**src/rtl/dmem_pkg.sv**
```systemverilog
// Shared types and constants for the MEM-stage data-memory access unit.
// Holds the controller state encoding, the default word-address width and
// a small helper that flags byte addresses that are not word aligned.
package dmem_pkg;

  localparam int DEF_ADDR_W = 16;
  localparam int ST_W       = 2;

  typedef enum logic [ST_W-1:0] {
    IDLE = 2'd0,
    REQ  = 2'd1,
    WAIT = 2'd2,
    DONE = 2'd3
  } dmem_state_t;

  function automatic logic isMisaligned(input logic [1:0] byteOffset);
    return byteOffset != 2'b00;
  endfunction

endpackage

```
**src/rtl/dmem_write_buffer.sv**
```systemverilog
// One-entry posted write buffer for the data-memory access unit.
// A store is parked here so the pipeline keeps moving while the write
// drains to memory in the background. The whole module exists only when
// DMEM_POSTED_WRITE_EN is defined; otherwise no buffer logic is built.
`ifdef DMEM_POSTED_WRITE_EN
module dmem_write_buffer #(
  parameter int ADDR_W = 16
) (
  input  logic              clk,
  input  logic              rst,
  input  logic              i_push,
  input  logic [ADDR_W-1:0] i_pushAddr,
  input  logic [31:0]       i_pushData,
  input  logic              i_pop,
  output logic              o_valid,
  output logic [ADDR_W-1:0] o_addr,
  output logic [31:0]       o_data
);

  logic              r_valid;
  logic [ADDR_W-1:0] r_addr;
  logic [31:0]       r_data;

  // Fill the single entry on push, free it once its write has been acknowledged
  always_ff @(posedge clk) begin
    if (rst) begin
      r_valid <= 1'b0;
      r_addr  <= '0;
      r_data  <= '0;
    end else if (i_push) begin
      r_valid <= 1'b1;
      r_addr  <= i_pushAddr;
      r_data  <= i_pushData;
    end else if (i_pop) begin
      r_valid <= 1'b0;
    end
  end

  assign o_valid = r_valid;
  assign o_addr  = r_addr;
  assign o_data  = r_data;

endmodule
`endif

```
**src/rtl/dmem_access_unit.sv**
```systemverilog
// MEM-stage data-memory controller sitting between exmem and memwb.
// Issues one outstanding request at a time on a valid/ready memory port,
// returns load data to memwb and stalls the pipeline (data_ready_mem low)
// while an access is in flight. Misaligned accesses set a sticky flag and
// still access the containing word.
// Optional feature: define DMEM_POSTED_WRITE_EN to add a one-entry posted
// write buffer so stores retire without stalling.
module dmem_access_unit
  import dmem_pkg::*;
#(
  parameter int ADDR_W = DEF_ADDR_W
) (
  input  logic              clk,
  input  logic              rst,
  input  logic              memread_mem,
  input  logic              memwrite_mem,
  input  logic [31:0]       alu_result_mem,
  input  logic [31:0]       write_data_memory_mem,
  output logic [31:0]       data_from_memory_mem,
  output logic              data_ready_mem,
  output logic              mem_req_valid,
  input  logic              mem_req_ready,
  output logic              mem_req_we,
  output logic [ADDR_W-1:0] mem_req_addr,
  output logic [31:0]       mem_req_wdata,
  input  logic              mem_rsp_valid,
  input  logic [31:0]       mem_rsp_rdata,
  output logic              misalign_err
);

  dmem_state_t r_state;
  dmem_state_t w_nextState;
  dmem_state_t w_rspState;

  logic              w_exOp;
  logic              w_misaligned;
  logic              w_launch;
  logic              w_launchWe;
  logic [ADDR_W-1:0] w_launchAddr;
  logic [31:0]       w_launchData;
  logic              w_flagMisalign;
  logic              w_accepted;
  logic              w_rspInWait;
  logic              w_unusedAddrHigh;

  logic              r_reqValid;
  logic              r_reqWe;
  logic [ADDR_W-1:0] r_reqAddr;
  logic [31:0]       r_reqWdata;
  logic [31:0]       r_loadData;
  logic              r_misalign;

  assign w_exOp           = memread_mem | memwrite_mem;
  assign w_misaligned     = isMisaligned(alu_result_mem[1:0]);
  assign w_unusedAddrHigh = ^alu_result_mem[31:ADDR_W+2];
  assign w_accepted       = (r_state == REQ) & r_reqValid & mem_req_ready;
  assign w_rspInWait      = (r_state == WAIT) & mem_rsp_valid;

`ifdef DMEM_POSTED_WRITE_EN
  logic              w_bufValid;
  logic [ADDR_W-1:0] w_bufAddr;
  logic [31:0]       w_bufData;
  logic              w_push;
  logic              w_pop;
  logic              w_startDrain;
  logic              w_startLoad;
  logic              r_drain;

  // A parked write always goes first; loads and further stores wait behind it
  assign w_startDrain   = (r_state == IDLE) & w_bufValid;
  assign w_startLoad    = (r_state == IDLE) & ~w_bufValid & memread_mem;
  assign w_push         = (r_state == IDLE) & ~w_bufValid & memwrite_mem & ~memread_mem;
  assign w_pop          = w_rspInWait & r_drain;
  assign w_launch       = w_startDrain | w_startLoad;
  assign w_launchWe     = w_startDrain;
  assign w_launchAddr   = w_startDrain ? w_bufAddr : alu_result_mem[ADDR_W+1:2];
  assign w_launchData   = w_startDrain ? w_bufData : write_data_memory_mem;
  assign w_flagMisalign = (w_startLoad | w_push) & w_misaligned;
  assign w_rspState     = r_drain ? IDLE : DONE;

  dmem_write_buffer #(
    .ADDR_W(ADDR_W)
  ) u_writeBuffer (
    .clk       (clk),
    .rst       (rst),
    .i_push    (w_push),
    .i_pushAddr(alu_result_mem[ADDR_W+1:2]),
    .i_pushData(write_data_memory_mem),
    .i_pop     (w_pop),
    .o_valid   (w_bufValid),
    .o_addr    (w_bufAddr),
    .o_data    (w_bufData)
  );

  // Remember whether the transaction in flight is a background drain
  always_ff @(posedge clk) begin
    if (rst) begin
      r_drain <= 1'b0;
    end else if (w_launch) begin
      r_drain <= w_startDrain;
    end
  end
`else
  // Loads and stores share the blocking path; a load wins if both are set
  assign w_launch       = (r_state == IDLE) & w_exOp;
  assign w_launchWe     = memwrite_mem & ~memread_mem;
  assign w_launchAddr   = alu_result_mem[ADDR_W+1:2];
  assign w_launchData   = write_data_memory_mem;
  assign w_flagMisalign = w_launch & w_misaligned;
  assign w_rspState     = DONE;
`endif

  // State register
  always_ff @(posedge clk) begin
    if (rst) begin
      r_state <= IDLE;
    end else begin
      r_state <= w_nextState;
    end
  end

  // Next-state logic: launch, wait for acceptance, wait for response, release
  always_comb begin
    w_nextState = r_state;
    case (r_state)
      IDLE:    if (w_launch) w_nextState = REQ;
      REQ:     if (w_accepted) w_nextState = WAIT;
      WAIT:    if (mem_rsp_valid) w_nextState = w_rspState;
      DONE:    w_nextState = IDLE;
      default: w_nextState = IDLE;
    endcase
  end

  // Pipeline advance: free when idle with nothing to do, or when an access completes
  always_comb begin
    data_ready_mem = 1'b0;
`ifdef DMEM_POSTED_WRITE_EN
    data_ready_mem = (r_state == DONE) | (~w_exOp & ((r_state == IDLE) | r_drain)) | w_push;
`else
    data_ready_mem = ((r_state == IDLE) & ~w_exOp) | (r_state == DONE);
`endif
  end

  // Request registers held stable until accepted; load data and sticky error flag
  always_ff @(posedge clk) begin
    if (rst) begin
      r_reqValid <= 1'b0;
      r_reqWe    <= 1'b0;
      r_reqAddr  <= '0;
      r_reqWdata <= '0;
      r_loadData <= '0;
      r_misalign <= 1'b0;
    end else begin
      if (w_launch) begin
        r_reqValid <= 1'b1;
        r_reqWe    <= w_launchWe;
        r_reqAddr  <= w_launchAddr;
        r_reqWdata <= w_launchData;
      end else if (w_accepted) begin
        r_reqValid <= 1'b0;
      end
      if (w_rspInWait & ~r_reqWe) begin
        r_loadData <= mem_rsp_rdata;
      end
      if (w_flagMisalign) begin
        r_misalign <= 1'b1;
      end
    end
  end

  assign mem_req_valid        = r_reqValid;
  assign mem_req_we           = r_reqWe;
  assign mem_req_addr         = r_reqAddr;
  assign mem_req_wdata        = r_reqWdata;
  assign data_from_memory_mem = r_loadData;
  assign misalign_err         = r_misalign;

endmodule

```
**config.mk**
```make
export PLATFORM = sky130hd
export DESIGN_NAME = dmem_access_unit
export DESIGN_NICKNAME = d
export VERILOG_FILES = /design/src/rtl/dmem_pkg.sv /design/src/rtl/dmem_write_buffer.sv /design/src/rtl/dmem_access_unit.sv
export SDC_FILE = /design/constraint.sdc
export NUM_CORES = 1
export LEC_CHECK = 0
export ABC_AREA = 1
export CAP_MARGIN = 20
export CORE_MARGIN = 2
export CORE_UTILIZATION = 37
export DETAILED_ROUTE_END_ITERATION = 7
export PLACE_DENSITY = 0.91
export SYNTH_ARGS = -nofsm -noshare
export SYNTH_HDL_FRONTEND = slang
export SYNTH_SLANG_ARGS = --single-unit
```
**constraint.sdc**
```tcl
create_clock -name clk -period 2.1 [get_ports clk]
set_clock_uncertainty 0.2 [all_clocks]
set_input_delay 0.42 -clock clk [delete_from_list [all_inputs] [get_ports clk]]
set_output_delay 0.42 -clock clk [all_outputs]
set_load 0.02 [all_outputs]
```
# Yosys cells after proc, flatten, opt, wreduce, memory -nomap -nowiden
# Index checks and enable logic that the tools add are counted.
[op_classes] n_mux=6 n_eq_ne=6 bitwise_logic=13 reduce_logical=4
[op_table] op="$and A1 B1 Y1" count=8
[op_table] op="$pmux W2 S4" count=1
[op_table] op="$mux W2" count=3
[op_table] op="$ne A2 B2 Y1 const B" count=3
[op_table] op="$eq A2 B2 Y1 const B" count=2
[op_table] op="$reduce_bool A2 Y1" count=2
[op_table] op="$not A1 Y1" count=3
[op_table] op="$reduce_and A3 Y1" count=1
[op_table] op="$eq A2 B1 Y1 const B" count=1
[op_table] op="$logic_not A2 Y1" count=1
[op_table] op="$mux W1" count=2
[op_table] op="$or A1 B1 Y1" count=2
[word_totals] word_cells=36 ff_bits=85

# Logic depth before layout (Yosys ltp)
# Gate-level depths: netlist of the first run.
[depth] depth_word=5 depth_mapped=9 mapped_depth_nobuf=7

# Least setup slack after synthesis of the first run
# Ideal clock, no wire load.
[synth_path] path_type="flip-flop to flip-flop" start="register r_state[0]" end="register r_reqWdata[10] (netlist: mem_req_wdata[10])" t_required_ps=1787 slack_ps=516 arrival_ps=1271 stages_incl_launch_ff=10 setup_ps=113 path_cell_list="dfxtp_1 -> inv_1 -> ha_1 -> inv_2 -> nor2_4 -> inv_2 -> buf_4 -> buf_6 -> o21ai_1 -> nor2_1"
[synth_between] elab_chain_len=2
[synth_rtl] item="start: declaration" line="dmem_access_unit.sv:31" rtl="dmem_state_t r_state;"
[synth_rtl] item="start signal: assignment" line="dmem_access_unit.sv:118" rtl="r_state <= w_nextState;"
[synth_rtl] item="$logic_not A2 Y1" line="dmem_access_unit.sv:105" rtl="assign w_launch = (r_state == IDLE) & w_exOp;"
[synth_rtl] item="$and A1 B1 Y1" line="dmem_access_unit.sv:105"
[synth_rtl] item="end signal: assignment" line="dmem_access_unit.sv:158" rtl="r_reqWdata <= w_launchData;"
[synth_rtl] item="end: declaration" line="dmem_access_unit.sv:49" rtl="logic [31:0] r_reqWdata;"
# No other way between the ends.
# A chain may end at the register's enable or synchronous reset.

# Final worst setup path of the first run
[layout_path] start="input port memwrite_mem" end="output port data_ready_mem"
[layout_between] elab_chain_len=4
[layout_rtl] item="start: declaration" line="dmem_access_unit.sv:16" rtl="input logic memwrite_mem,"
[layout_rtl] item="$or A1 B1 Y1" line="dmem_access_unit.sv:53" rtl="assign w_exOp = memread_mem | memwrite_mem;"
[layout_rtl] item="$not A1 Y1" line="dmem_access_unit.sv:140" rtl="data_ready_mem = ((r_state == IDLE) & ~w_exOp) | (r_state == DONE);"
[layout_rtl] item="$and A1 B1 Y1" line="dmem_access_unit.sv:140"
[layout_rtl] item="$or A1 B1 Y1" line="dmem_access_unit.sv:140"
[layout_rtl] item="end: declaration" line="dmem_access_unit.sv:20" rtl="output logic data_ready_mem,"
# No other way between the ends.

==> metrics, run 1 <==
Most used DFF post-synth=dfxtp_1; mux cell area share after synthesis=0; Final Wtd Congestion=0.863; Syn. warnings=0; worst-skew pair later-pin latency=340 ps; Critical Path End Type=output pin; most frequent cells after synthesis=162 x nor2_1, 85 x dfxtp_1, 44 x o21ai_0; maximum buffer depth of the clock tree=2; io pins=186; wire per inst=13.0 um; Critical Path RT=1480 ps; post-route ant nets=0; Distinct cells, synth=20; asr flop ratio synth=0; vias in the first global route=3081; dominant cells by area after synthesis=dfxtp_1 56%, nor2_1 20%, o21ai_0 7.2%; Final Core Density=0.628; worst slew pin tran=367 ps; starting utilization of the core area=0.376; pwr dens=1280 nW/um^2; Avg Cell Area, Syn=7.81 sq um; largest family of logic cells by synthesized area=simple AND/OR/NAND/NOR gates; max incr delay on CP=440 ps; via count=3161; r2r setup slk=370 ps; die height=94.7 um; simple-gate share of the synthesized area=0.226; die area=8970 sq um; Gate Count Post-Synth=390; Slew HR=0.756; CTS Buf Count=9; initial antenna violation count=0; DRC viols=0; post-synthesis net count=497; slowest CP cell=clkdlybuf4s50_1; Worst EP arrival=1390 ps; number of buffers inserted by post-CTS setup repair=0; first-pass GRT wire length=14.0 mm; GRT Residual Overflow=0; GRT Util Overall=0.196; RSZ-0062 raised after global routing=false; fin. max-slew vios=0; sequential-to-total area share from yosys stat=0.559; final net count=666; final-report setup violation count=0; peak supply drop=524 uV; H-tree Lvls=3; Fillers=687; Fin Hold WS=258 ps; worst path cell trace=clkdlybuf4s50_1 > nor2_2 > nand2_1 > nand2_1 > clkdlybuf4s15_2; count leader, synth=nor2_1; critical hold path startpoint=misalign_err$_SDFFE_PP0P_; WHS Path Cells=2; post-synthesis share of cell area spent on xor and xnor gates=0; Multi-input gate area=1190 sq um; Setup WS pre-CTS=-245 ps; Reg2Reg Capture Point=misalign_err$_SDFFE_PP0P_; EDFF count, synth=0; synthesis-stage register bit count=85; DR iter-0 viols=128; IO buf count=171; drt pass-1 iters=4; Synth top area share=0.559; Mapped Area=3050 sq um; Setup CP Type=input pin to output pin; Compound-Gate Fraction of Synth Area=0.142; class of the worst hold path=register to register; Crit Path Max Fanout=2; pin count of the biggest net entering global routing=50; Worst path most repeated cell=nand2_1; status=completed; Worst setup SP type=input pin; Worst Setup Slack, final=92.2 ps; CTS tree=done; post-synth top area cell=dfxtp_1; layout cells sized above 1=0.0691; Worst-path clk slew=80 ps; Vias per Instance=4.72; Reg2Reg Depth=8; register area=1700 sq um; Placeable Area=8090 sq um; FMAX=498 MHz; clock sinks=85; Tot Pwr=0.00650 W; Hold Path Sink=misalign_err$_SDFFE_PP0P_; Ant. Diodes=0; final WL=8.72 mm; Fin. Hold Viols=0; DP HPWL=6.44 mm; MaxCap Viol Count=0; origin of the critical flop-to-flop path=r_state[1]$_SDFFE_PP0P_; Area growth, synth to finish=66.9%; min cycle time layout=2010 ps; Hold Buf Count CTS=0; die width=94.7 um; root buffer selected by CTS=clkbuf_8; # rows=33; post-CTS sizing=3; period utilization=0.956; Adder-Cell Fraction of Synth Area=0.0205; Leakage=2.09 nW
==> critical path: cells and delay by family <==
kind	cells	cell delay [ps]
simple gates	3	270
buf+inv	2	700
==> cell type report <==
type | count | share of cell area
Timing Repair Buffer | 182 | 0.358
Inverter | 11 | 0.00812
Clock inverter | 7 | 0.0145
Multi-Input combinational cell | 270 | 0.234
Clock buffer | 9 | 0.0244
Tap cell | 105 | 0.0258
Sequential cell | 85 | 0.335
==> kinds of logic (layout without fill, tap and decap cells) <==
group / after synthesis / in the layout
DFF: 85 / 85
AOI/OAI and AO/OA: 86 / 86
buffers and inverters: 35 / 209
adders and majority gates: 5 / 5
and+or+nand+nor: 179 / 179
==> worst max path at each step <==
stage	endpoint	cells after the start	slack [ps]	start
floorplan	mem_req_wdata[10]$_SDFFE_PP0P_	9	520	r_state[0]$_SDFFE_PP0P_
global placement	data_ready_mem	5	-230	memwrite_mem
detailed placement	data_ready_mem	5	-240	memwrite_mem
CTS	data_ready_mem	5	20	r_state[0]$_SDFFE_PP0P_
global route	data_ready_mem	5	30	r_state[1]$_SDFFE_PP0P_
finish	data_ready_mem	5	90	memwrite_mem
==> metal layers <==
metal | track usage | wire length (um) | vias up
met5 | 0 | 0 | -
met4 | 0.0785 | 184 | 0
met3 | 0.0766 | 944 | 18
met1 | 0.233 | 3540 | 1423
li1 | - | - | 1580
met2 | 0.316 | 4040 | 140
==> flip-flops by register name (all words and copies together) (netlist names) <==
signal / count
mem_req_valid: 1
r_state: 2
mem_req_wdata: 32
mem_req_addr: 16
misalign_err: 1
data_from_memory_mem: 32
mem_req_we: 1
==> layout by cell type (no fill, tap or decap), types with 2 or more instances in the layout <==
| cell type | count |
|---|---|
| a21oi_1 | 4 |
| buf_12 | 2 |
| buf_4 | 9 |
| clkbuf_8 | 9 |
| clkdlybuf4s50_1 | 170 |
| clkinv_2 | 2 |
| clkinv_4 | 2 |
| dfxtp_1 | 83 |
| dfxtp_2 | 2 |
| ha_1 | 4 |
| inv_1 | 6 |
| inv_2 | 5 |
| nand2_1 | 11 |
| nand3_1 | 2 |
| nor2_1 | 162 |
| nor2_2 | 2 |
| o21ai_0 | 44 |
| o21ai_1 | 37 |
==> metrics by stage <==
stage	setup TNS, ps	cell area, sq um	std cells
after floorplan	0	3050	390
after global placement	-230	4880	653
after detailed placement	-245	4880	653
after CTS	0	5080	669
after global routing	0	5080	669
final	0	5080	669
==> where the power goes <==
group | leakage [nW] | internal (W) | total (W) | switching (W)
Clock | 0.0996 | 0.000554 | 0.00115 | 0.000593
Combinational | 1.29 | 0.00137 | 0.00298 | 0.00161
Sequential | 0.701 | 0.00211 | 0.00237 | 0.000259
(Power assumes the default switching activity.)
==> run 2, diff against run 1 <==
Settings changed: SYNTH_HIERARCHICAL from default to 1.
==> results of run 2 <==
Same layout as run 1: the final DEF is identical, and so are final timing and power.
Main changes from that run: Yosys warning count 0 -> 6
==> run 3, diff against run 2 <==
Settings changed: REMOVE_ABC_BUFFERS from default to 1.
==> run 3 against run 2 <==
Effect of this change:
- total power up 1.3%
- clock power is 8% higher
- synthesized cell count is the same
- critical path depth fell by 4
- die area unchanged
- clock-buffer cell count increased by 2
- worst setup slack better by 38 ps
- register-to-register slack lost 40 ps
- area after synthesis stayed put
- non-clock buffer count is 1 lower
- sequential share of layout area down 0.19 points
- global-route usage decreased by 0.47 points
==> metrics, run 3 <==
Fillers=677; DP HPWL=6.32 mm; io pins=186; clock sinks=85; starting utilization of the core area=0.376; wire per inst=13.2 um; Vias per Instance=4.69; Most used DFF post-synth=dfxtp_1; Distinct cells, synth=20; root buffer selected by CTS=clkbuf_8; max incr delay on CP=620 ps; final net count=665; maximum buffer depth of the clock tree=2; class of the worst hold path=register to register; most frequent cells after synthesis=162 x nor2_1, 85 x dfxtp_1, 44 x o21ai_0; pwr dens=1290 nW/um^2; Final Wtd Congestion=0.797; Gate Count Post-Synth=390; post-route ant nets=0; Ant. Diodes=0; Setup CP Type=register to output pin; slowest CP cell=clkdlybuf4s50_1; DR iter-0 viols=79; post-synth top area cell=dfxtp_1; Fin. Hold Viols=0; Synth top area share=0.559; Final Core Density=0.632; synthesis-stage register bit count=85; peak supply drop=564 uV; fin. max-slew vios=0; layout cells sized above 1=0.0604; dominant cells by area after synthesis=dfxtp_1 56%, nor2_1 20%, o21ai_0 7.2%; Crit Path Max Fanout=3; fin cells=668; Worst-path clk slew=90 ps; sequential-to-total area share from yosys stat=0.559; GRT Util Overall=0.191; die area=8970 sq um; min cycle time layout=1970 ps; final WL=8.80 mm; Placeable Area=8090 sq um; cell-internal power=0.00417 W; clock share of power=0.189; power share of the combinational group=0.452; Critical Path End Type=output pin; asr flop ratio synth=0; CTS tree=done; Multi-input gate area=1190 sq um; Area growth, synth to finish=67.8%; EDFF count, synth=0; GRT Residual Overflow=0; number of buffers inserted by post-CTS setup repair=0; CP top delay family=buffers and inverters; count leader, synth=nor2_1; Reg2Reg Depth=9; Critical Path End=mem_req_we; Mapped Area=3050 sq um; Reg2Reg Capture Point=mem_req_addr[8]$_SDFFE_PP0P_; register area=1700 sq um; worst path cell trace=clkdlybuf4s50_1; die height=94.7 um; worst slew pin tran=326 ps; most frequent cells in the layout=170 x clkdlybuf4s50_1, 162 x nor2_1, 83 x dfxtp_1; Cells after DPL=652; H-tree Lvls=3; Slew HR=0.783; Worst EP arrival=1350 ps; pin count of the biggest net entering global routing=47; worst-skew pair later-pin latency=340 ps; r2r setup slk=330 ps; Syn. warnings=6; Critical Path RT=1480 ps; # rows=33; Leakage=2.10 nW; most common cell after layout, fill and taps aside=clkdlybuf4s50_1; Buf+Inv Stages, Crit Path=1; die width=94.7 um; switching power=0.00242 W; DRC viols=0; Worst setup SP type=register; period utilization=0.938; first-pass GRT wire length=13.5 mm; vias in the first global route=2999; Seq pwr share=0.359; CP startpoint=mem_req_we$_SDFFE_PP0P_; FMAX=508 MHz; IO buf count=171; via count=3130; MaxCap Viol Count=0; drt pass-1 iters=4; status=completed; Hold Buf Count CTS=0; final-report setup violation count=0; Switching Share=0.367; Avg Cell Area, Syn=7.81 sq um; initial antenna violation count=0; origin of the critical flop-to-flop path=r_state[0]$_SDFFE_PP0P_; RSZ-0062 raised after global routing=false; CTS Buf Count=9; Levels on crit path=1
[run 3: cell types whose count changed in the layout (fill, tap and decap cells not counted), sizes merged]
cell	change
clkdlybuf4s15	-1
clkinv	-4
clkbuf	+2
clkinvlp	+1
bufinv	+1
[run 3: how the worst min path moves through the flow]
stage,start,to,depth (start not counted)
2_1_floorplan,rst,mem_req_valid$_SDFFE_PP0P_,1
3_3_place_gp,misalign_err$_SDFFE_PP0P_,misalign_err$_SDFFE_PP0P_,2
3_5_place_dp,misalign_err$_SDFFE_PP0P_,misalign_err$_SDFFE_PP0P_,2
4_1_cts,misalign_err$_SDFFE_PP0P_,misalign_err$_SDFFE_PP0P_,2
5_1_grt,misalign_err$_SDFFE_PP0P_,misalign_err$_SDFFE_PP0P_,2
6_report,misalign_err$_SDFFE_PP0P_,misalign_err$_SDFFE_PP0P_,2
[run 3: final cells by class]
cell class                 count  area share
clock inverter                 5      0.0164
multi-input combinational    270       0.232
inverter                      11     0.00808
clock buffer                  11      0.0257
timing repair buffer         181       0.358
sequential                    85       0.333
tap                          105      0.0257
[run 3: repair_timing]
| item | CTS | global route |
|---|---|---|
| pin swaps | 0 | 0 |
| setup endpoints to repair | 1 | 1 |
| gates resized for setup | 3 | 4 |
[run 3: cell families (layout without fill, tap and decap cells)]
family / count (synthesis) / count (layout) / synth area share
buffers and inverters: 35 / 208 / 0.0522
adders and majority gates: 5 / 5 / 0.0205
DFF: 85 / 85 / 0.559
AOI/OAI and AO/OA: 86 / 86 / 0.142
and+or+nand+nor: 179 / 179 / 0.226
[run 3: layer usage]
layer  up-vias  wire length (um)  GRT usage
met2       130              4230      0.338
met3        14               992     0.0790
li1       1578                 -          -
met5         -                 0          0
met1      1408              3440      0.204
met4         0               139     0.0664
[run 3: power groups by stage]
stage	sequential (W)	clock (W)	combinational, W
CTS	0.00237	0.00128	0.00300
detailed placement	0.00240	0	0.00300
floorplan	0.00298	0	0.000873
global placement	0.00237	0	0.00292
finish	0.00237	0.00124	0.00298
global route	0.00242	0.00135	0.00324
[run 3: through the flow]
step	total power [W]	worst slack [ps]	TNS (ps)	hold WS, ps	cell area (sq um)
finish	0.00659	131	0	265	5110
global route	0.00701	62.6	0	277	5110
CTS	0.00665	6.94	0	261	5110
detailed placement	0.00540	-272	-272	248	4900
global placement	0.00528	-279	-279	239	4900
floorplan	0.00385	-216	-14840	289	2930
[run 3: worst reg2reg max path, cell delays in order, from the launching register on]
cell	delay, ps
dfxtp_2	340
inv_1	120
ha_1	200
buf_4	130
inv_2	40
nor2_4	140
inv_2	70
buf_12	170
o21ai_1	200
nor2_1	60
